### config.mk
export PLATFORM = sky130hd
export DESIGN_NAME = cam_reg_write_sequencer_flat
export DESIGN_NICKNAME = d
export VERILOG_FILES = /design/src/rtl/cam_cmd_pkg.sv /design/src/rtl/cam_reg_write_sequencer_if.sv /design/src/rtl/cam_cmd_expander.sv /design/src/rtl/cam_reg_write_sequencer.sv /design/src/flat_wrapper.sv
export SDC_FILE = /design/constraint.sdc
export NUM_CORES = 1
export LEC_CHECK = 0
export CAP_MARGIN = 20
export CORE_MARGIN = 2
export CORE_UTILIZATION = 40
export CTS_BUF_LIST = sky130_fd_sc_hd__clkbuf_4 sky130_fd_sc_hd__clkbuf_8 sky130_fd_sc_hd__clkbuf_16
export CTS_CLUSTER_DIAMETER = 80
export DETAILED_ROUTE_END_ITERATION = 6
export GPL_TIMING_DRIVEN = 0
export SLEW_MARGIN = 20
export SYNTH_ARGS = -nofsm -noshare
export SYNTH_HDL_FRONTEND = slang
export SYNTH_SLANG_ARGS = --single-unit
### constraint.sdc
create_clock -name sysClk -period 5.19 [get_ports sysClk]
set_clock_uncertainty 0.1 [all_clocks]
set_input_delay 1.557 -clock sysClk [delete_from_list [all_inputs] [get_ports sysClk]]
set_output_delay 1.557 -clock sysClk [all_outputs]
set_load 0.1 [all_outputs]
### src/rtl/cam_cmd_pkg.sv
// Shared command codes, sensor register map, command classes and sequencer
// states for the camera register write path.
package cam_cmd_pkg;

  localparam logic [7:0] CMD_CONFIG_A = 8'h00;
  localparam logic [7:0] CMD_CONFIG_B = 8'h01;
  localparam logic [7:0] CMD_EXPO_A   = 8'h02;
  localparam logic [7:0] CMD_EXPO_B   = 8'h03;
  localparam logic [7:0] CMD_CROP_A   = 8'h05;
  localparam logic [7:0] CMD_CROP_B   = 8'h06;

  localparam logic [7:0] REG_ROW_START = 8'h01;
  localparam logic [7:0] REG_COL_START = 8'h02;
  localparam logic [7:0] REG_ROW_SIZE  = 8'h03;
  localparam logic [7:0] REG_COL_SIZE  = 8'h04;
  localparam logic [7:0] REG_SHUT_UP   = 8'h08;
  localparam logic [7:0] REG_SHUT_LO   = 8'h09;
  localparam logic [7:0] REG_SHUT_DLY  = 8'h0C;
  localparam logic [7:0] REG_ROW_MODE  = 8'h22;
  localparam logic [7:0] REG_COL_MODE  = 8'h23;

  typedef enum logic [1:0] {
    CLS_CONFIG = 2'd0,
    CLS_EXPO   = 2'd1,
    CLS_CROP   = 2'd2,
    CLS_BAD    = 2'd3
  } cls_e;

  typedef enum logic [2:0] {
    ST_IDLE   = 3'd0,
    ST_DECODE = 3'd1,
    ST_ADDR   = 3'd2,
    ST_MSB    = 3'd3,
    ST_LSB    = 3'd4,
    ST_DONE   = 3'd5,
    ST_ERR    = 3'd6
  } state_e;

  // An out-of-range camera index makes any command invalid.
  function automatic cls_e classify(input logic [7:0] code, input logic cam_ok);
    cls_e c;
    case (code)
      CMD_CONFIG_A, CMD_CONFIG_B: c = CLS_CONFIG;
      CMD_EXPO_A,   CMD_EXPO_B:   c = CLS_EXPO;
      CMD_CROP_A,   CMD_CROP_B:   c = CLS_CROP;
      default:                    c = CLS_BAD;
    endcase
    return cam_ok ? c : CLS_BAD;
  endfunction

endpackage

### src/rtl/cam_reg_write_sequencer_if.sv
// Command-side and I2C-side bus of the camera register write sequencer.
interface cam_reg_write_sequencer_if #(
  parameter int NUM_CAMS = 2,
  parameter int CAM_W    = 1
);
  import cam_cmd_pkg::*;

  logic [7:0]            cmd_addr;
  logic [63:0]           cmd_data;
  logic [CAM_W-1:0]      cmd_cam;
  logic                  cmd_valid;
  logic                  cmd_ready;
  logic [7:0]            i2c_byte;
  logic                  i2c_valid;
  logic                  i2c_ready;
  logic                  i2c_first;
  logic [CAM_W-1:0]      i2c_cam;
  logic                  cmd_done;
  logic                  cmd_err;
  logic [2*NUM_CAMS-1:0] compression;
  logic [NUM_CAMS-1:0]   rgb;

  modport slave (
    input  cmd_addr, cmd_data, cmd_cam, cmd_valid, i2c_ready,
    output cmd_ready, i2c_byte, i2c_valid, i2c_first, i2c_cam,
    output cmd_done, cmd_err, compression, rgb
  );

  modport master (
    output cmd_addr, cmd_data, cmd_cam, cmd_valid, i2c_ready,
    input  cmd_ready, i2c_byte, i2c_valid, i2c_first, i2c_cam,
    input  cmd_done, cmd_err, compression, rgb
  );

endinterface

### src/rtl/cam_cmd_expander.sv
// Maps (command class, payload, write index) to one 16-bit sensor register
// write and flags the final write of the class.
module cam_cmd_expander
  import cam_cmd_pkg::*;
(
  input  cls_e        cls,
  input  logic [63:0] data,
  input  logic [1:0]  k,
  output logic [7:0]  reg_addr,
  output logic [15:0] reg_val,
  output logic        last
);

  // Register list per class, indexed by k
  always_comb begin
    reg_addr = 8'h00;
    reg_val  = 16'h0000;
    last     = 1'b1;
    case (cls)
      CLS_CONFIG: begin
        last = (k == 2'd1);
        if (k == 2'd0) begin
          reg_addr = REG_ROW_MODE;
          reg_val  = {10'd0, data[4:3], 4'd0};
        end else begin
          reg_addr = REG_COL_MODE;
          reg_val  = {10'd0, data[6:5], 4'd0};
        end
      end
      CLS_EXPO: begin
        last = (k == 2'd2);
        case (k)
          2'd0: begin reg_addr = REG_SHUT_UP;  reg_val = {12'd0, data[22:19]}; end
          2'd1: begin reg_addr = REG_SHUT_LO;  reg_val = data[18:3];           end
          default: begin reg_addr = REG_SHUT_DLY; reg_val = {3'd0, data[35:23]}; end
        endcase
      end
      CLS_CROP: begin
        last = (k == 2'd3);
        case (k)
          2'd0:    begin reg_addr = REG_ROW_START; reg_val = data[63:48]; end
          2'd1:    begin reg_addr = REG_COL_START; reg_val = data[47:32]; end
          2'd2:    begin reg_addr = REG_ROW_SIZE;  reg_val = data[31:16]; end
          default: begin reg_addr = REG_COL_SIZE;  reg_val = data[15:0];  end
        endcase
      end
      default: begin
        reg_addr = 8'h00;
        reg_val  = 16'h0000;
        last     = 1'b1;
      end
    endcase
  end

endmodule

### src/rtl/cam_reg_write_sequencer.sv
// Queues camera commands and streams their sensor register writes as
// addr/MSB/LSB bytes; also holds per-camera compression/RGB config.
module cam_reg_write_sequencer
  import cam_cmd_pkg::*;
#(
  parameter int NUM_CAMS   = 2,
  parameter int CAM_W      = 1,
  parameter int FIFO_DEPTH = 4
) (
  input logic sysClk,
  input logic rst,
  cam_reg_write_sequencer_if.slave bus
);

  localparam int AW    = $clog2(FIFO_DEPTH);
  localparam int PTR_W = AW + 1;
  localparam logic [PTR_W-1:0] PTR_ONE = {{(PTR_W-1){1'b0}}, 1'b1};

  logic [7:0]       fifo_addr [FIFO_DEPTH];
  logic [63:0]      fifo_data [FIFO_DEPTH];
  logic [CAM_W-1:0] fifo_cam  [FIFO_DEPTH];
  logic [PTR_W-1:0] wr_ptr, rd_ptr;
  logic             full, empty, push, pop;
  logic [CAM_W-1:0] head_cam;
  logic             head_cam_ok;

  state_e           state, state_nxt;
  cls_e             cls_q;
  logic [63:0]      data_q;
  logic [CAM_W-1:0] cam_q;
  logic [1:0]       k, k_nxt, k_sel;
  logic             last_q, last_nxt;
  logic [7:0]       byte_q, byte_nxt;
  logic             first_q, first_nxt;
  logic             valid_q, valid_nxt;
  logic             done_q, done_nxt;
  logic             err_q, err_nxt;
  logic             accept;
  logic [2*NUM_CAMS-1:0] comp_q;
  logic [NUM_CAMS-1:0]   rgb_q;

  logic [7:0]  exp_addr;
  logic [15:0] exp_val;
  logic        exp_last;

  // The extra pointer bit separates full from empty when the indices match.
  assign empty       = (wr_ptr == rd_ptr);
  assign full        = (wr_ptr[AW] != rd_ptr[AW]) && (wr_ptr[AW-1:0] == rd_ptr[AW-1:0]);
  assign push        = bus.cmd_valid && !full;
  assign head_cam    = fifo_cam[rd_ptr[AW-1:0]];
  assign head_cam_ok = (32'(head_cam) < 32'(NUM_CAMS));
  assign accept      = valid_q && bus.i2c_ready;

  // Once LSB is on the bus only the next write's address is needed.
  assign k_sel = (state == ST_LSB) ? (k + 2'd1) : k;

  cam_cmd_expander u_expander (
    .cls      (cls_q),
    .data     (data_q),
    .k        (k_sel),
    .reg_addr (exp_addr),
    .reg_val  (exp_val),
    .last     (exp_last)
  );

  // Command FIFO storage
  always_ff @(posedge sysClk) begin
    if (push) begin
      fifo_addr[wr_ptr[AW-1:0]] <= bus.cmd_addr;
      fifo_data[wr_ptr[AW-1:0]] <= bus.cmd_data;
      fifo_cam[wr_ptr[AW-1:0]]  <= bus.cmd_cam;
    end
  end

  // Command FIFO pointers
  always_ff @(posedge sysClk) begin
    if (rst) begin
      wr_ptr <= {PTR_W{1'b0}};
      rd_ptr <= {PTR_W{1'b0}};
    end else begin
      if (push) wr_ptr <= wr_ptr + PTR_ONE;
      if (pop)  rd_ptr <= rd_ptr + PTR_ONE;
    end
  end

  // FSM state register
  always_ff @(posedge sysClk) begin
    if (rst) state <= ST_IDLE;
    else     state <= state_nxt;
  end

  // FSM next state and next values of the registered outputs
  always_comb begin
    state_nxt = state;
    k_nxt     = k;
    last_nxt  = last_q;
    byte_nxt  = byte_q;
    first_nxt = first_q;
    valid_nxt = valid_q;
    done_nxt  = 1'b0;
    err_nxt   = 1'b0;
    pop       = 1'b0;
    case (state)
      ST_IDLE: begin
        if (!empty) begin
          pop       = 1'b1;
          k_nxt     = 2'd0;
          state_nxt = ST_DECODE;
        end else begin
          state_nxt = ST_IDLE;
        end
      end
      ST_DECODE: begin
        if (cls_q == CLS_BAD) begin
          err_nxt   = 1'b1;
          state_nxt = ST_ERR;
        end else begin
          valid_nxt = 1'b1;
          first_nxt = 1'b1;
          byte_nxt  = exp_addr;
          state_nxt = ST_ADDR;
        end
      end
      ST_ADDR: begin
        if (accept) begin
          byte_nxt  = exp_val[15:8];
          first_nxt = 1'b0;
          last_nxt  = exp_last;
          state_nxt = ST_MSB;
        end else begin
          state_nxt = ST_ADDR;
        end
      end
      ST_MSB: begin
        if (accept) begin
          byte_nxt  = exp_val[7:0];
          state_nxt = ST_LSB;
        end else begin
          state_nxt = ST_MSB;
        end
      end
      ST_LSB: begin
        if (accept && last_q) begin
          valid_nxt = 1'b0;
          done_nxt  = 1'b1;
          state_nxt = ST_DONE;
        end else if (accept) begin
          k_nxt     = k + 2'd1;
          byte_nxt  = exp_addr;
          first_nxt = 1'b1;
          state_nxt = ST_ADDR;
        end else begin
          state_nxt = ST_LSB;
        end
      end
      ST_DONE: state_nxt = ST_IDLE;
      ST_ERR:  state_nxt = ST_IDLE;
      default: begin
        valid_nxt = 1'b0;
        state_nxt = ST_IDLE;
      end
    endcase
  end

  // Popped command, write index, output registers and camera config
  always_ff @(posedge sysClk) begin
    if (rst) begin
      cls_q   <= CLS_BAD;
      data_q  <= 64'd0;
      cam_q   <= {CAM_W{1'b0}};
      k       <= 2'd0;
      last_q  <= 1'b0;
      byte_q  <= 8'd0;
      first_q <= 1'b0;
      valid_q <= 1'b0;
      done_q  <= 1'b0;
      err_q   <= 1'b0;
      comp_q  <= {(2*NUM_CAMS){1'b0}};
      rgb_q   <= {NUM_CAMS{1'b0}};
    end else begin
      if (pop) begin
        cls_q  <= classify(fifo_addr[rd_ptr[AW-1:0]], head_cam_ok);
        data_q <= fifo_data[rd_ptr[AW-1:0]];
        cam_q  <= head_cam;
      end
      k       <= k_nxt;
      last_q  <= last_nxt;
      byte_q  <= byte_nxt;
      first_q <= first_nxt;
      valid_q <= valid_nxt;
      done_q  <= done_nxt;
      err_q   <= err_nxt;
      for (int i = 0; i < NUM_CAMS; i++) begin
        if (state == ST_DECODE && cls_q == CLS_CONFIG && cam_q == CAM_W'(i)) begin
          comp_q[2*i +: 2] <= data_q[1:0];
          rgb_q[i]         <= data_q[2];
        end
      end
    end
  end

  assign bus.cmd_ready   = !full;
  assign bus.i2c_byte    = byte_q;
  assign bus.i2c_valid   = valid_q;
  assign bus.i2c_first   = first_q;
  assign bus.i2c_cam     = cam_q;
  assign bus.cmd_done    = done_q;
  assign bus.cmd_err     = err_q;
  assign bus.compression = comp_q;
  assign bus.rgb         = rgb_q;

endmodule

### src/flat_wrapper.sv
// flat-port wrapper written by rule: the top's interface ports become plain ports
module cam_reg_write_sequencer_flat import cam_cmd_pkg::*;
#(
  parameter int NUM_CAMS   = 2,
  parameter int CAM_W      = 1,
  parameter int FIFO_DEPTH = 4
)
  (sysClk, rst, bus_cmd_addr, bus_cmd_data, bus_cmd_cam, bus_cmd_valid, bus_i2c_ready, bus_cmd_ready, bus_i2c_byte, bus_i2c_valid, bus_i2c_first, bus_i2c_cam, bus_cmd_done, bus_cmd_err, bus_compression, bus_rgb);
  cam_reg_write_sequencer_if #(.NUM_CAMS(NUM_CAMS), .CAM_W(CAM_W)) bus_i ();
  input logic sysClk;
  input logic rst;
  input wire logic [$bits(bus_i.cmd_addr)-1:0] bus_cmd_addr;
  input wire logic [$bits(bus_i.cmd_data)-1:0] bus_cmd_data;
  input wire logic [$bits(bus_i.cmd_cam)-1:0] bus_cmd_cam;
  input wire logic [$bits(bus_i.cmd_valid)-1:0] bus_cmd_valid;
  input wire logic [$bits(bus_i.i2c_ready)-1:0] bus_i2c_ready;
  output wire logic [$bits(bus_i.cmd_ready)-1:0] bus_cmd_ready;
  output wire logic [$bits(bus_i.i2c_byte)-1:0] bus_i2c_byte;
  output wire logic [$bits(bus_i.i2c_valid)-1:0] bus_i2c_valid;
  output wire logic [$bits(bus_i.i2c_first)-1:0] bus_i2c_first;
  output wire logic [$bits(bus_i.i2c_cam)-1:0] bus_i2c_cam;
  output wire logic [$bits(bus_i.cmd_done)-1:0] bus_cmd_done;
  output wire logic [$bits(bus_i.cmd_err)-1:0] bus_cmd_err;
  output wire logic [$bits(bus_i.compression)-1:0] bus_compression;
  output wire logic [$bits(bus_i.rgb)-1:0] bus_rgb;
  assign bus_i.cmd_addr = bus_cmd_addr;
  assign bus_i.cmd_data = bus_cmd_data;
  assign bus_i.cmd_cam = bus_cmd_cam;
  assign bus_i.cmd_valid = bus_cmd_valid;
  assign bus_i.i2c_ready = bus_i2c_ready;
  assign bus_cmd_ready = bus_i.cmd_ready;
  assign bus_i2c_byte = bus_i.i2c_byte;
  assign bus_i2c_valid = bus_i.i2c_valid;
  assign bus_i2c_first = bus_i.i2c_first;
  assign bus_i2c_cam = bus_i.i2c_cam;
  assign bus_cmd_done = bus_i.cmd_done;
  assign bus_cmd_err = bus_i.cmd_err;
  assign bus_compression = bus_i.compression;
  assign bus_rgb = bus_i.rgb;
  cam_reg_write_sequencer #(.NUM_CAMS(NUM_CAMS), .CAM_W(CAM_W), .FIFO_DEPTH(FIFO_DEPTH)) u_core (.sysClk(sysClk), .rst(rst), .bus(bus_i));
endmodule
Yosys cells after proc, flatten, opt, wreduce, memory -nomap -nowiden

Memories as Yosys holds them, arrays and structs flattened. A register that Yosys moved wholly into a read port is not among the register bits.
Cells that the tools add are included.

$add $sub $neg: 3
Eq/ne operators: 27
Mux-type cells: 43
Bitwise operators: 4
Reductions and logical operators: 26

Operators with widths:

| kind                                                                    | number |
|---|---|
| 16-bit one-hot mux with 3 select lines                                  | 2 |
| 8-bit two-way mux                                                       | 5 |
| 16-bit one-hot mux with 2 select lines                                  | 1 |
| 8-bit one-hot mux with 4 select lines                                   | 1 |
| 8-bit one-hot mux with 3 select lines                                   | 1 |
| 8-bit by 2-bit == test with 1-bit output, second input constant         | 2 |
| 8-bit by 3-bit == test with 1-bit output, second input constant         | 2 |
| 3-bit one-hot mux with 5 select lines                                   | 1 |
| 1-bit two-way mux                                                       | 14 |
| 2-bit two-way mux                                                       | 6 |
| 3-bit two-way mux                                                       | 4 |
| 2-bit OR reduction                                                      | 5 |
| 3-bit == test, second input constant                                    | 3 |
| 1-bit one-hot mux with 3 select lines                                   | 3 |
| 3-bit one-hot mux with 3 select lines                                   | 1 |
| 2-bit == test, second input constant                                    | 4 |
| 8-bit by 1-bit == test with 1-bit output, second input constant         | 1 |
| 8-bit logical NOT                                                       | 1 |
| 2-bit inequality test, second input constant                            | 4 |
| 1-bit logical AND                                                       | 7 |
| 3-bit by 1-bit adder with 3-bit output, second input constant           | 2 |
| 3-bit by 2-bit == test with 1-bit output, second input constant         | 2 |
| 6-bit two-way mux                                                       | 1 |
| 2-bit by 1-bit inequality test with 1-bit output, second input constant | 3 |
| 22 further kinds                                                        | 27 |

Register bits after elaboration: 32
Memory bits (writable): 292
Input bits: 77
Memories kept: 3

Memories:

| memory           | depth | bits a word | rd ports | clocked after memory_dff | wr ports | line                          | source |
|---|---|---|---|---|---|---|---|
| u_core.fifo_data | 4     | 64          | 1        | 1                        | 1        | cam_reg_write_sequencer.sv:20 | `logic [63:0] fifo_data [FIFO_DEPTH];` |
| u_core.fifo_addr | 4     | 8           | 1        | 1                        | 1        | cam_reg_write_sequencer.sv:19 | `logic [7:0] fifo_addr [FIFO_DEPTH];` |
| u_core.fifo_cam  | 4     | 1           | 1        | 1                        | 1        | cam_reg_write_sequencer.sv:21 | `logic [CAM_W-1:0] fifo_cam [FIFO_DEPTH];` |

Longest topological paths before layout

Gate-level depths: netlist of run 1.

Depth in word-level cells: 8
Gate-level depth with buffers: 14
Gate-level depth less buffers: 10

Hierarchy

Synthesis of run 1 repeated with hierarchy kept, for this count alone.

Cells, all modules: 1015
Area, all modules: 15519.9 um^2

Modules (own cells, without submodules):

| module                  | instances | cells an instance | area each (um^2) | seq. area each (um^2) |
|---|---|---|---|---|
| cam_reg_write_sequencer | 1         | 871               | 14496.4          | 10750.3 |
| cam_cmd_expander        | 1         | 144               | 1023.5           | 0.0 |

Worst setup path before layout of run 1

No wires, ideal clock.

Path kind: input-to-reg
Start point: input port bus_cmd_valid
End point: memory u_core.fifo_addr[3][0], enable pin
Setup time: 441 ps
Data arrival time: 3636 ps
Data required time: 4649 ps
Setup slack: 1013 ps
Cell stages on the path: 3
Cells stage by stage: inv_1 a31oi_2 and2_1

Cells in the longest elaborated chain, start to end: 3

RTL lines:

| item                                    | line                          | source |
|---|---|---|
| from (decl)                             | flat_wrapper.sv:15            | `input wire logic [$bits(bus_i.cmd_valid)-1:0] bus_cmd_valid;` |
| 1-bit logical AND                       | cam_reg_write_sequencer.sv:49 | `assign push = bus.cmd_valid && !full;` |
| 1-bit two-way mux                       | cam_reg_write_sequencer.sv:68 | `if (push) begin` |
| 1-bit two-way mux (implied by the code) | cam_reg_write_sequencer.sv:69 | `fifo_addr[wr_ptr[AW-1:0]] <= bus.cmd_addr;` |
| to (decl)                               | cam_reg_write_sequencer.sv:19 |  |

Every way passes these cells.

Final worst setup path of run 1

Start point: register u_core.wr_ptr[0]
End point: output port bus_cmd_ready

Cells in the longest elaborated chain, start to end: 3

RTL lines:

| item                   | line                           | source |
|---|---|---|
| from (decl)            | cam_reg_write_sequencer.sv:22  | `logic [PTR_W-1:0] wr_ptr, rd_ptr;` |
| from (signal assigned) | cam_reg_write_sequencer.sv:78  | `wr_ptr <= {PTR_W{1'b0}};` |
| from (signal assigned) | cam_reg_write_sequencer.sv:81  | `if (push) wr_ptr <= wr_ptr + PTR_ONE;` |
| 2-bit == test          | cam_reg_write_sequencer.sv:48  | `assign full = (wr_ptr[AW] != rd_ptr[AW]) && (wr_ptr[AW-1:0] == rd_ptr[AW-1:0]);` |
| 1-bit logical AND      | cam_reg_write_sequencer.sv:48  |  |
| 1-bit logical NOT      | cam_reg_write_sequencer.sv:202 | `assign bus.cmd_ready = !full;` |
| to (decl)              | flat_wrapper.sv:17             | `output wire logic [$bits(bus_i.cmd_ready)-1:0] bus_cmd_ready;` |

Every way passes these cells.

==> metrics.md, run 1 <==
| Metric | Value |
|---|---|
| Clk sinks | 391 |
| Initial DRT Pass Iterations | 6 |
| RSZ-0062 raised after global routing | no |
| Top delay family on crit path | buffers and inverters |
| Buffers & Inverters on Critical Path | 1 |
| Leak pwr | 5.952 nW |
| Post-Syn Instances | 1016 |
| Core ar. | 37760 um^2 |
| Die height | 199.9 um |
| Finish-stage setup viols | 0 |
| Slowest-stage cell, CP | clkdlybuf4s50_1 |
| Drt total wl | 35.27 mm |
| Crit share post-route | 78.68% |
| Final Net Count | 1245 |
| Dpl hpwl | 24.20 mm |
| CTS tree | built |
| First-pass GRT wire length | 53.85 mm |
| Global Route Usage Sum | 18.15% |
| F_max | 244.9 MHz |
| Initial antenna violation count | 0 |
| Synth Warn # | 0 |
| Worst skew pair latency | 0.53 ns |
| Comb power frac | 26.8% |
| Worst Tran Pin Value | 0.9792 ns |
| Hold path cells | 2 |
| Final hold vios | 0 |
| Htree depth | 2 |
| Diodes inserted | 0 |
| Worst Setup Path Type | register to primary output |
| Max Cap Viol | 0 |
| Initial core utilization | 40.65% |
| Max-slew headroom | 34.52% |
| Via count | 8916 |
| Post-synth EDFFs | 292 |
| Startpoint Class | register |
| Worst Path Max Fanout | 6 |
| FP Rows | 71 |
| Gr ovfl total | 0 |
| CP Capture Type | primary output |
| Seq/Total Area, Yosys | 70.04% |
| Clock buffer depth | 3 |
| Final Cell Area | 18360 um^2 |
| Die extent in x | 199.9 um |
| WHS Endpoint | u_core.data_q[45]$_SDFFE_PP0P_ |
| Synthesis-stage register bit count | 391 |
| Pwr Density | 510.5 nW/um^2 |
| Switching share of power | 32.09% |
| CP max stage delay | 1.14 ns |
| Hold path start | u_core.data_q[45]$_SDFFE_PP0P_ |
| I/O Pins | 97 |
| Setup bufs post-CTS | 0 |
| Pint | 6.364 mW |
| R2r startpoint | u_core.state[2]$_SDFF_PP0_ |
| Drt initial violations | 649 |
| CTS clock-pin slew for the worst setup and hold paths | 0.06 ns |
| Crit path required time | 3.53 ns |
| Vias in the first global route | 8941 |
| Count of cell types in the netlist | 59 |
| CP Cell Sequence | xnor2_1, nand3_1, clkdlybuf4s50_1 |
| Area growth syn-to-layout | 19.59% |
| Cell depth of the worst flop-to-flop path | 13 |
| Share of cells above drive strength 1 | 16.60% |
| Netlist Area Pre-Place | 15350 um^2 |
| Syn Nets | 1103 |
| Seq pwr share | 43.8% |
| FF-to-FF setup slack | 1.78 ns |
| HP Class | register to register |
| Post-layout minimum cycle time | 4.083 ns |
| Peak supply drop | 0.0002896 V |
| Final core utilization | 48.62% |
| Vias per Instance | 5.251 |
| Die ar. | 39950 um^2 |
| CTS Buf Count | 40 |
| Syn Area/Cell | 15.11 um^2 |
| FF-to-FF End | u_core.bus.i2c_byte[2]$_SDFFE_PP0P_ |
| Number of remaining DRC errors | 0 |
| Post-route ant nets | 0 |
| Clock Power Share | 29.4% |
| CTS Root Buffer Type | clkbuf_16 |
| Placed Area | 17080 um^2 |
| Largest net degree at the start of global routing | 44 |
| Post-CTS sizing | 0 |
| GP Congestion | 0.9182 |
| Psw | 3.007 mW |
| Drt wl/cell | 20.77 um |
| CTS Hold Bufs | 0 |
| Port bufs | 95 |
| Post-synthesis async set-or-reset flop share | 0% |
| Status | complete, no violations |
| Most common flop cell mapped by yosys | edfxtp_1 |
| Critical path arrival | 2.43 ns |
| Final Slew Violations | 0 |
[routing by layer]
layer  part of all wire [%]  global-route usage (%)
met5                      0                       0
met4                    2.3                   5.377
met3                    4.6                   2.940
met2                     48                   29.13
met1                     45                   25.66
[final cells by class]
type,instances,area (um^2)
buffer,68,367.9
clock buffer,54,1166
clock inverter,17,110.1
fill,3270,19400
inverter,19,71.32
multi-input combinational,538,4169
sequential,391,10750
tap,511,639.4
timing repair buffer,100,1081
[power groups by stage]
stage                     sequential [mW]  clock (mW)  combinational [mW]
final                                4.11        2.75                2.51
after global routing                 4.13        2.94                2.77
after CTS                            4.10        2.82                2.54
after detailed placement             4.16           0                2.53
after global placement               4.18           0                2.50
after floorplan                      4.22           0                1.60
[flip-flops by register name, indices dropped and copies added, names as in the netlist, 2 cells and up, named ones only]
register	cells
u_core.fifo_data	256
u_core.data_q	64
u_core.fifo_addr	32
u_core.bus.i2c_byte	8
u_core.bus.compression	4
u_core.fifo_cam	4
u_core.rd_ptr	3
u_core.state	3
u_core.wr_ptr	3
u_core.bus.rgb	2
u_core.cls_q	2
u_core.k	2
[cell usage in the layout (no fill, tap or decap), drive strengths merged, types with 3 or more instances in the layout]
| master | n |
|---|---|
| o21ai | 21 |
| nand3 | 5 |
| a22oi | 15 |
| nand2 | 155 |
| edfxtp | 292 |
| a22o | 3 |
| mux2i | 6 |
| dfxtp | 99 |
| buf | 53 |
| a21oi | 100 |
| nor3b | 11 |
| and2 | 7 |
| mux4 | 68 |
| a311oi | 3 |
| clkbuf | 74 |
| a221oi | 7 |
| a222oi | 8 |
| a211oi | 6 |
| nor2b | 4 |
| o2bb2ai | 3 |
| nor2 | 44 |
| xor2 | 4 |
| a221o | 4 |
| ha | 10 |
| xnor2 | 9 |
| nand2b | 7 |
| clkdlybuf4s50 | 95 |
| clkinv | 14 |
| nor3 | 7 |
| inv | 19 |
| a31oi | 3 |
| nor4 | 3 |
[logic make-up (layout without fill, tap and decap cells)]
group           Yosys count  after routing  share of synthesized area (%)
fa+ha+maj                10             10                         0.8152
buf+inv                  87            258                          2.861
simple gates            250            250                          7.076
compound gates          191            191                          8.046
xor+xnor                 13             13                         0.7908
flops                   391            391                          70.04
mux                      74             74                          10.37
[synth_stat cells (all sizes together), types with 9 or more instances]
| master | n | share of area, % |
|---|---|---|
| o21ai | 21 | 0.68 |
| buf | 48 | 1.9 |
| a21oi | 100 | 3.3 |
| ha | 10 | 0.82 |
| edfxtp | 292 | 57 |
| mux4 | 68 | 10 |
| dfxtp | 99 | 13 |
| nor3b | 11 | 0.60 |
| nor2 | 44 | 1.1 |
| nand2 | 155 | 3.8 |
| inv | 19 | 0.46 |
| xnor2 | 9 | 0.51 |
| a22oi | 15 | 0.73 |
| clkbuf | 20 | 0.49 |
[through the flow]
| step | instances | power, mW | hold WS [ns] | setup slack [ns] | TNS (ns) |
|---|---|---|---|---|---|
| after floorplan | 1016 | 5.820 | 0.3357 | 1.013 | 0 |
| after global placement | 1622 | 6.674 | 0.3511 | -0.9665 | -264.40 |
| after detailed placement | 1627 | 6.697 | 0.3599 | 1.358 | 0 |
| after CTS | 1698 | 9.467 | 0.3681 | 1.078 | 0 |
| after global routing | 1698 | 9.842 | 0.3855 | 1.020 | 0 |
| final | 1698 | 9.371 | 0.3676 | 1.107 | 0 |
[worst reg2reg max path: stages (launching register included)]
cell,delay [ns]
dfxtp_1,0.31
buf_2,0.20
nor3b_2,0.36
and2_1,0.22
xnor2_1,0.24
inv_1,0.12
ha_1,0.22
buf_2,0.18
buf_4,0.19
a222oi_1,0.44
o21ai_0,0.15
o2bb2ai_1,0.14
a211oi_1,0.29
a211oi_1,0.12
[worst max-delay path by stage]
| stage | start | endpoint | slack (ns) | depth (start not counted) |
|---|---|---|---|---|
| after floorplan | bus_cmd_valid | u_core.fifo_addr[3][0]$_DFFE_PP_ | 1.01 | 3 |
| after global placement | bus_cmd_valid | u_core.fifo_data[3][41]$_DFFE_PP_ | -0.97 | 4 |
| after detailed placement | bus_cmd_valid | u_core.fifo_data[1][44]$_DFFE_PP_ | 1.36 | 5 |
| after CTS | u_core.rd_ptr[1]$_SDFFE_PP0P_ | bus_cmd_ready | 1.08 | 4 |
| after global routing | u_core.wr_ptr[0]$_SDFFE_PP0P_ | bus_cmd_ready | 1.02 | 3 |
| final | u_core.wr_ptr[0]$_SDFFE_PP0P_ | bus_cmd_ready | 1.11 | 3 |
(Power assumes the default switching activity.)
==> run 2: changes to the inputs <==
==> constraint.sdc (replaced) <==
create_clock -name sysClk -period 3.5 [get_ports sysClk]
set_clock_uncertainty 0.1 [all_clocks]
set_input_delay 1.05 -clock sysClk [delete_from_list [all_inputs] [get_ports sysClk]]
set_output_delay 1.05 -clock sysClk [all_outputs]
set_load 0.1 [all_outputs]
==> run 2 against run 1 <==
Effect of this change: utilization rose by 0.070 points; combinational power up 49%; flip-flop and latch count unchanged; largest cell class unchanged; sequential power up 48%; first-iteration DRC count is 28% higher; register-to-register slack worse by 1.6 ns; worst hold slack got worse by 0.0018 ns; critical endpoint is now u_core.bus.i2c_byte[4]$_SDFFE_PP0P_; via count shrank 0.38%; die area did not move.
==> metrics.md, run 2 (synthesis results as in run 1) <==
| Metric | Value |
|---|---|
| Diodes inserted | 0 |
| Pint | 9.585 mW |
| Pwr Density | 766.1 nW/um^2 |
| FF+latch area | 10750 um^2 |
| Slowest-stage cell, CP | a222oi_1 |
| Buffers & Inverters on Critical Path | 4 |
| CTS Root Buffer Type | clkbuf_16 |
| Max-slew headroom | 34.16% |
| F_max | 302.4 MHz |
| Initial DRT Pass Iterations | 6 |
| Largest net degree at the start of global routing | 43 |
| Peak supply drop | 0.0004704 V |
| Vias in the first global route | 8837 |
| Top delay family on crit path | compound AO/OA/AOI/OAI gates |
| Commonest cells after routing, fill and taps aside | edfxtp_1 (292), nand2_1 (155), a21oi_1 (100) |
| Startpoint Class | register |
| Initial core utilization | 40.65% |
| Hold_ws | 0.3659 ns |
| Clock Power Share | 30.2% |
| Psw | 4.496 mW |
| CP Cell Sequence | buf_2, nor3b_4, and2_1, xnor2_1, inv_1, ha_1, buf_2, buf_4, a222oi_1, o21ai_0, o2bb2ai_1, a22oi_1, a211oi_1 |
| Clock buffer depth | 3 |
| RSZ-0062 raised after global routing | no |
| Port bufs | 95 |
| Status | complete, no violations |
| Clk sinks | 391 |
| CP max stage delay | 0.46 ns |
| Crit path required time | 3.78 ns |
| CTS clock-pin slew for the worst setup and hold paths | 0.06 ns |
| Most used cell, CP | buf_2 |
| Comb power frac | 26.6% |
| Metal3 WL | 1.575 mm |
| Die extent in x | 199.9 um |
| Die ar. | 39950 um^2 |
| Htree depth | 2 |
| Met1 WL | 16.34 mm |
| Max Cap Viol | 0 |
| Final Net Count | 1243 |
| Crit share post-route | 94.48% |
| Most common cell after layout, fill and taps aside | edfxtp_1 |
| Top sig layer | met4 |
| Seq pwr share | 43.2% |
| Critical path arrival | 3.59 ns |
| Area growth syn-to-layout | 19.76% |
| HP Class | register to register |
| Area of the multi-input gates | 4180 um^2 |
| First-pass GRT wire length | 53.91 mm |
| Non-filler cells, final | 1696 |
| CTS Buf Count | 39 |
| Gr ovfl total | 0 |
| Setup tns final | 0 ns |
| Via count | 8882 |
| Layout fillers | 3231 |
| Dpl hpwl | 24.45 mm |
| Initial antenna violation count | 0 |
| Finish-stage setup viols | 0 |
| Share of cells above drive strength 1 | 16.54% |
| I/O Pins | 97 |
| Drt wl/cell | 20.91 um |
| Switching share of power | 31.93% |
| CTS Hold Bufs | 0 |
| Die height | 199.9 um |
| Number of remaining DRC errors | 0 |
| Drt initial violations | 831 |
| Vias per Instance | 5.237 |
| Final Slew Violations | 0 |
| Inst Count DP | 1626 |
| Core ar. | 37760 um^2 |
| Met2 wire length | 16.61 mm |
| Worst Path Max Fanout | 10 |
| Worst skew pair latency | 0.53 ns |
| Final hold vios | 0 |
| Setup bufs post-CTS | 0 |
| Worst Setup Path Type | register to register |
| Worst Tran Pin Value | 0.9845 ns |
| CTS tree | built |
| Leak pwr | 5.956 nW |
| FP Rows | 71 |
| GP Congestion | 0.9090 |
| Max FFs per register | 256 |
| Post-layout minimum cycle time | 3.307 ns |
| Global Route Usage Sum | 18.18% |
| Drt total wl | 35.46 mm |
| CP Capture Type | register |
| Post-route ant nets | 0 |
[run 2: metrics by stage]
step	setup WS, ns	power, mW	util, %	instance area [um^2]
final	0.1931	14.08	48.69	18380
after floorplan	0.6369	8.624	-	15350
after global routing	0.01099	14.75	48.69	18380
after detailed placement	0.1779	9.930	45.18	17060
after global placement	-0.6708	9.884	44.88	16940
after CTS	0.1885	14.19	48.66	18370
[run 2: worst paths after layout]
check                                 start                                   to  slack, ns  cells past startpoint
max              u_core.state[2]$_SDFF_PP0_  u_core.bus.i2c_byte[4]$_SDFFE_PP0P_       0.19                     13
min          u_core.data_q[41]$_SDFFE_PP0P_       u_core.data_q[41]$_SDFFE_PP0P_       0.37                      2
max reg2reg      u_core.state[2]$_SDFF_PP0_  u_core.bus.i2c_byte[4]$_SDFFE_PP0P_       0.19                     13
min reg2reg  u_core.data_q[41]$_SDFFE_PP0P_       u_core.data_q[41]$_SDFFE_PP0P_       0.37                      2
[run 2: final cells by class]
| type | count | area share (%) |
|---|---|---|
| Buffer | 68 | 2.001 |
| Clock buffer | 51 | 5.895 |
| Clock inverter | 19 | 1.246 |
| Inverter | 19 | 0.3880 |
| Multi-Input combinational cell | 538 | 22.74 |
| Sequential cell | 391 | 58.48 |
| Tap cell | 511 | 3.478 |
| Timing Repair Buffer | 99 | 5.765 |
[run 2: tightest hold or removal path, stage by stage (launching register included)]
cell and delay (ns):
dfxtp_1 0.31, nand2_1 0.06, a21oi_1 0.05
[run 2: timing repair]
action                                  in CTS  in global routing
resized for setup                            1                  2
endpoints found under the setup margin       1                  4
gates cloned                                 0                  0
[run 2: power groups by stage]
stage	Clock [mW]	Sequential, mW	Combinational, mW
2_1_floorplan	0	6.25	2.38
3_3_place_gp	0	6.17	3.71
3_5_place_dp	0	6.17	3.76
4_1_cts	4.33	6.07	3.78
5_1_grt	4.51	6.13	4.11
6_report	4.25	6.08	3.75
[run 2: metal layers]
layer,global-route usage (%),up-vias
met3,2.823,60
met4,5.432,0
met5,0,-
met2,28.64,207
li1,-,4141
met1,26.25,4474
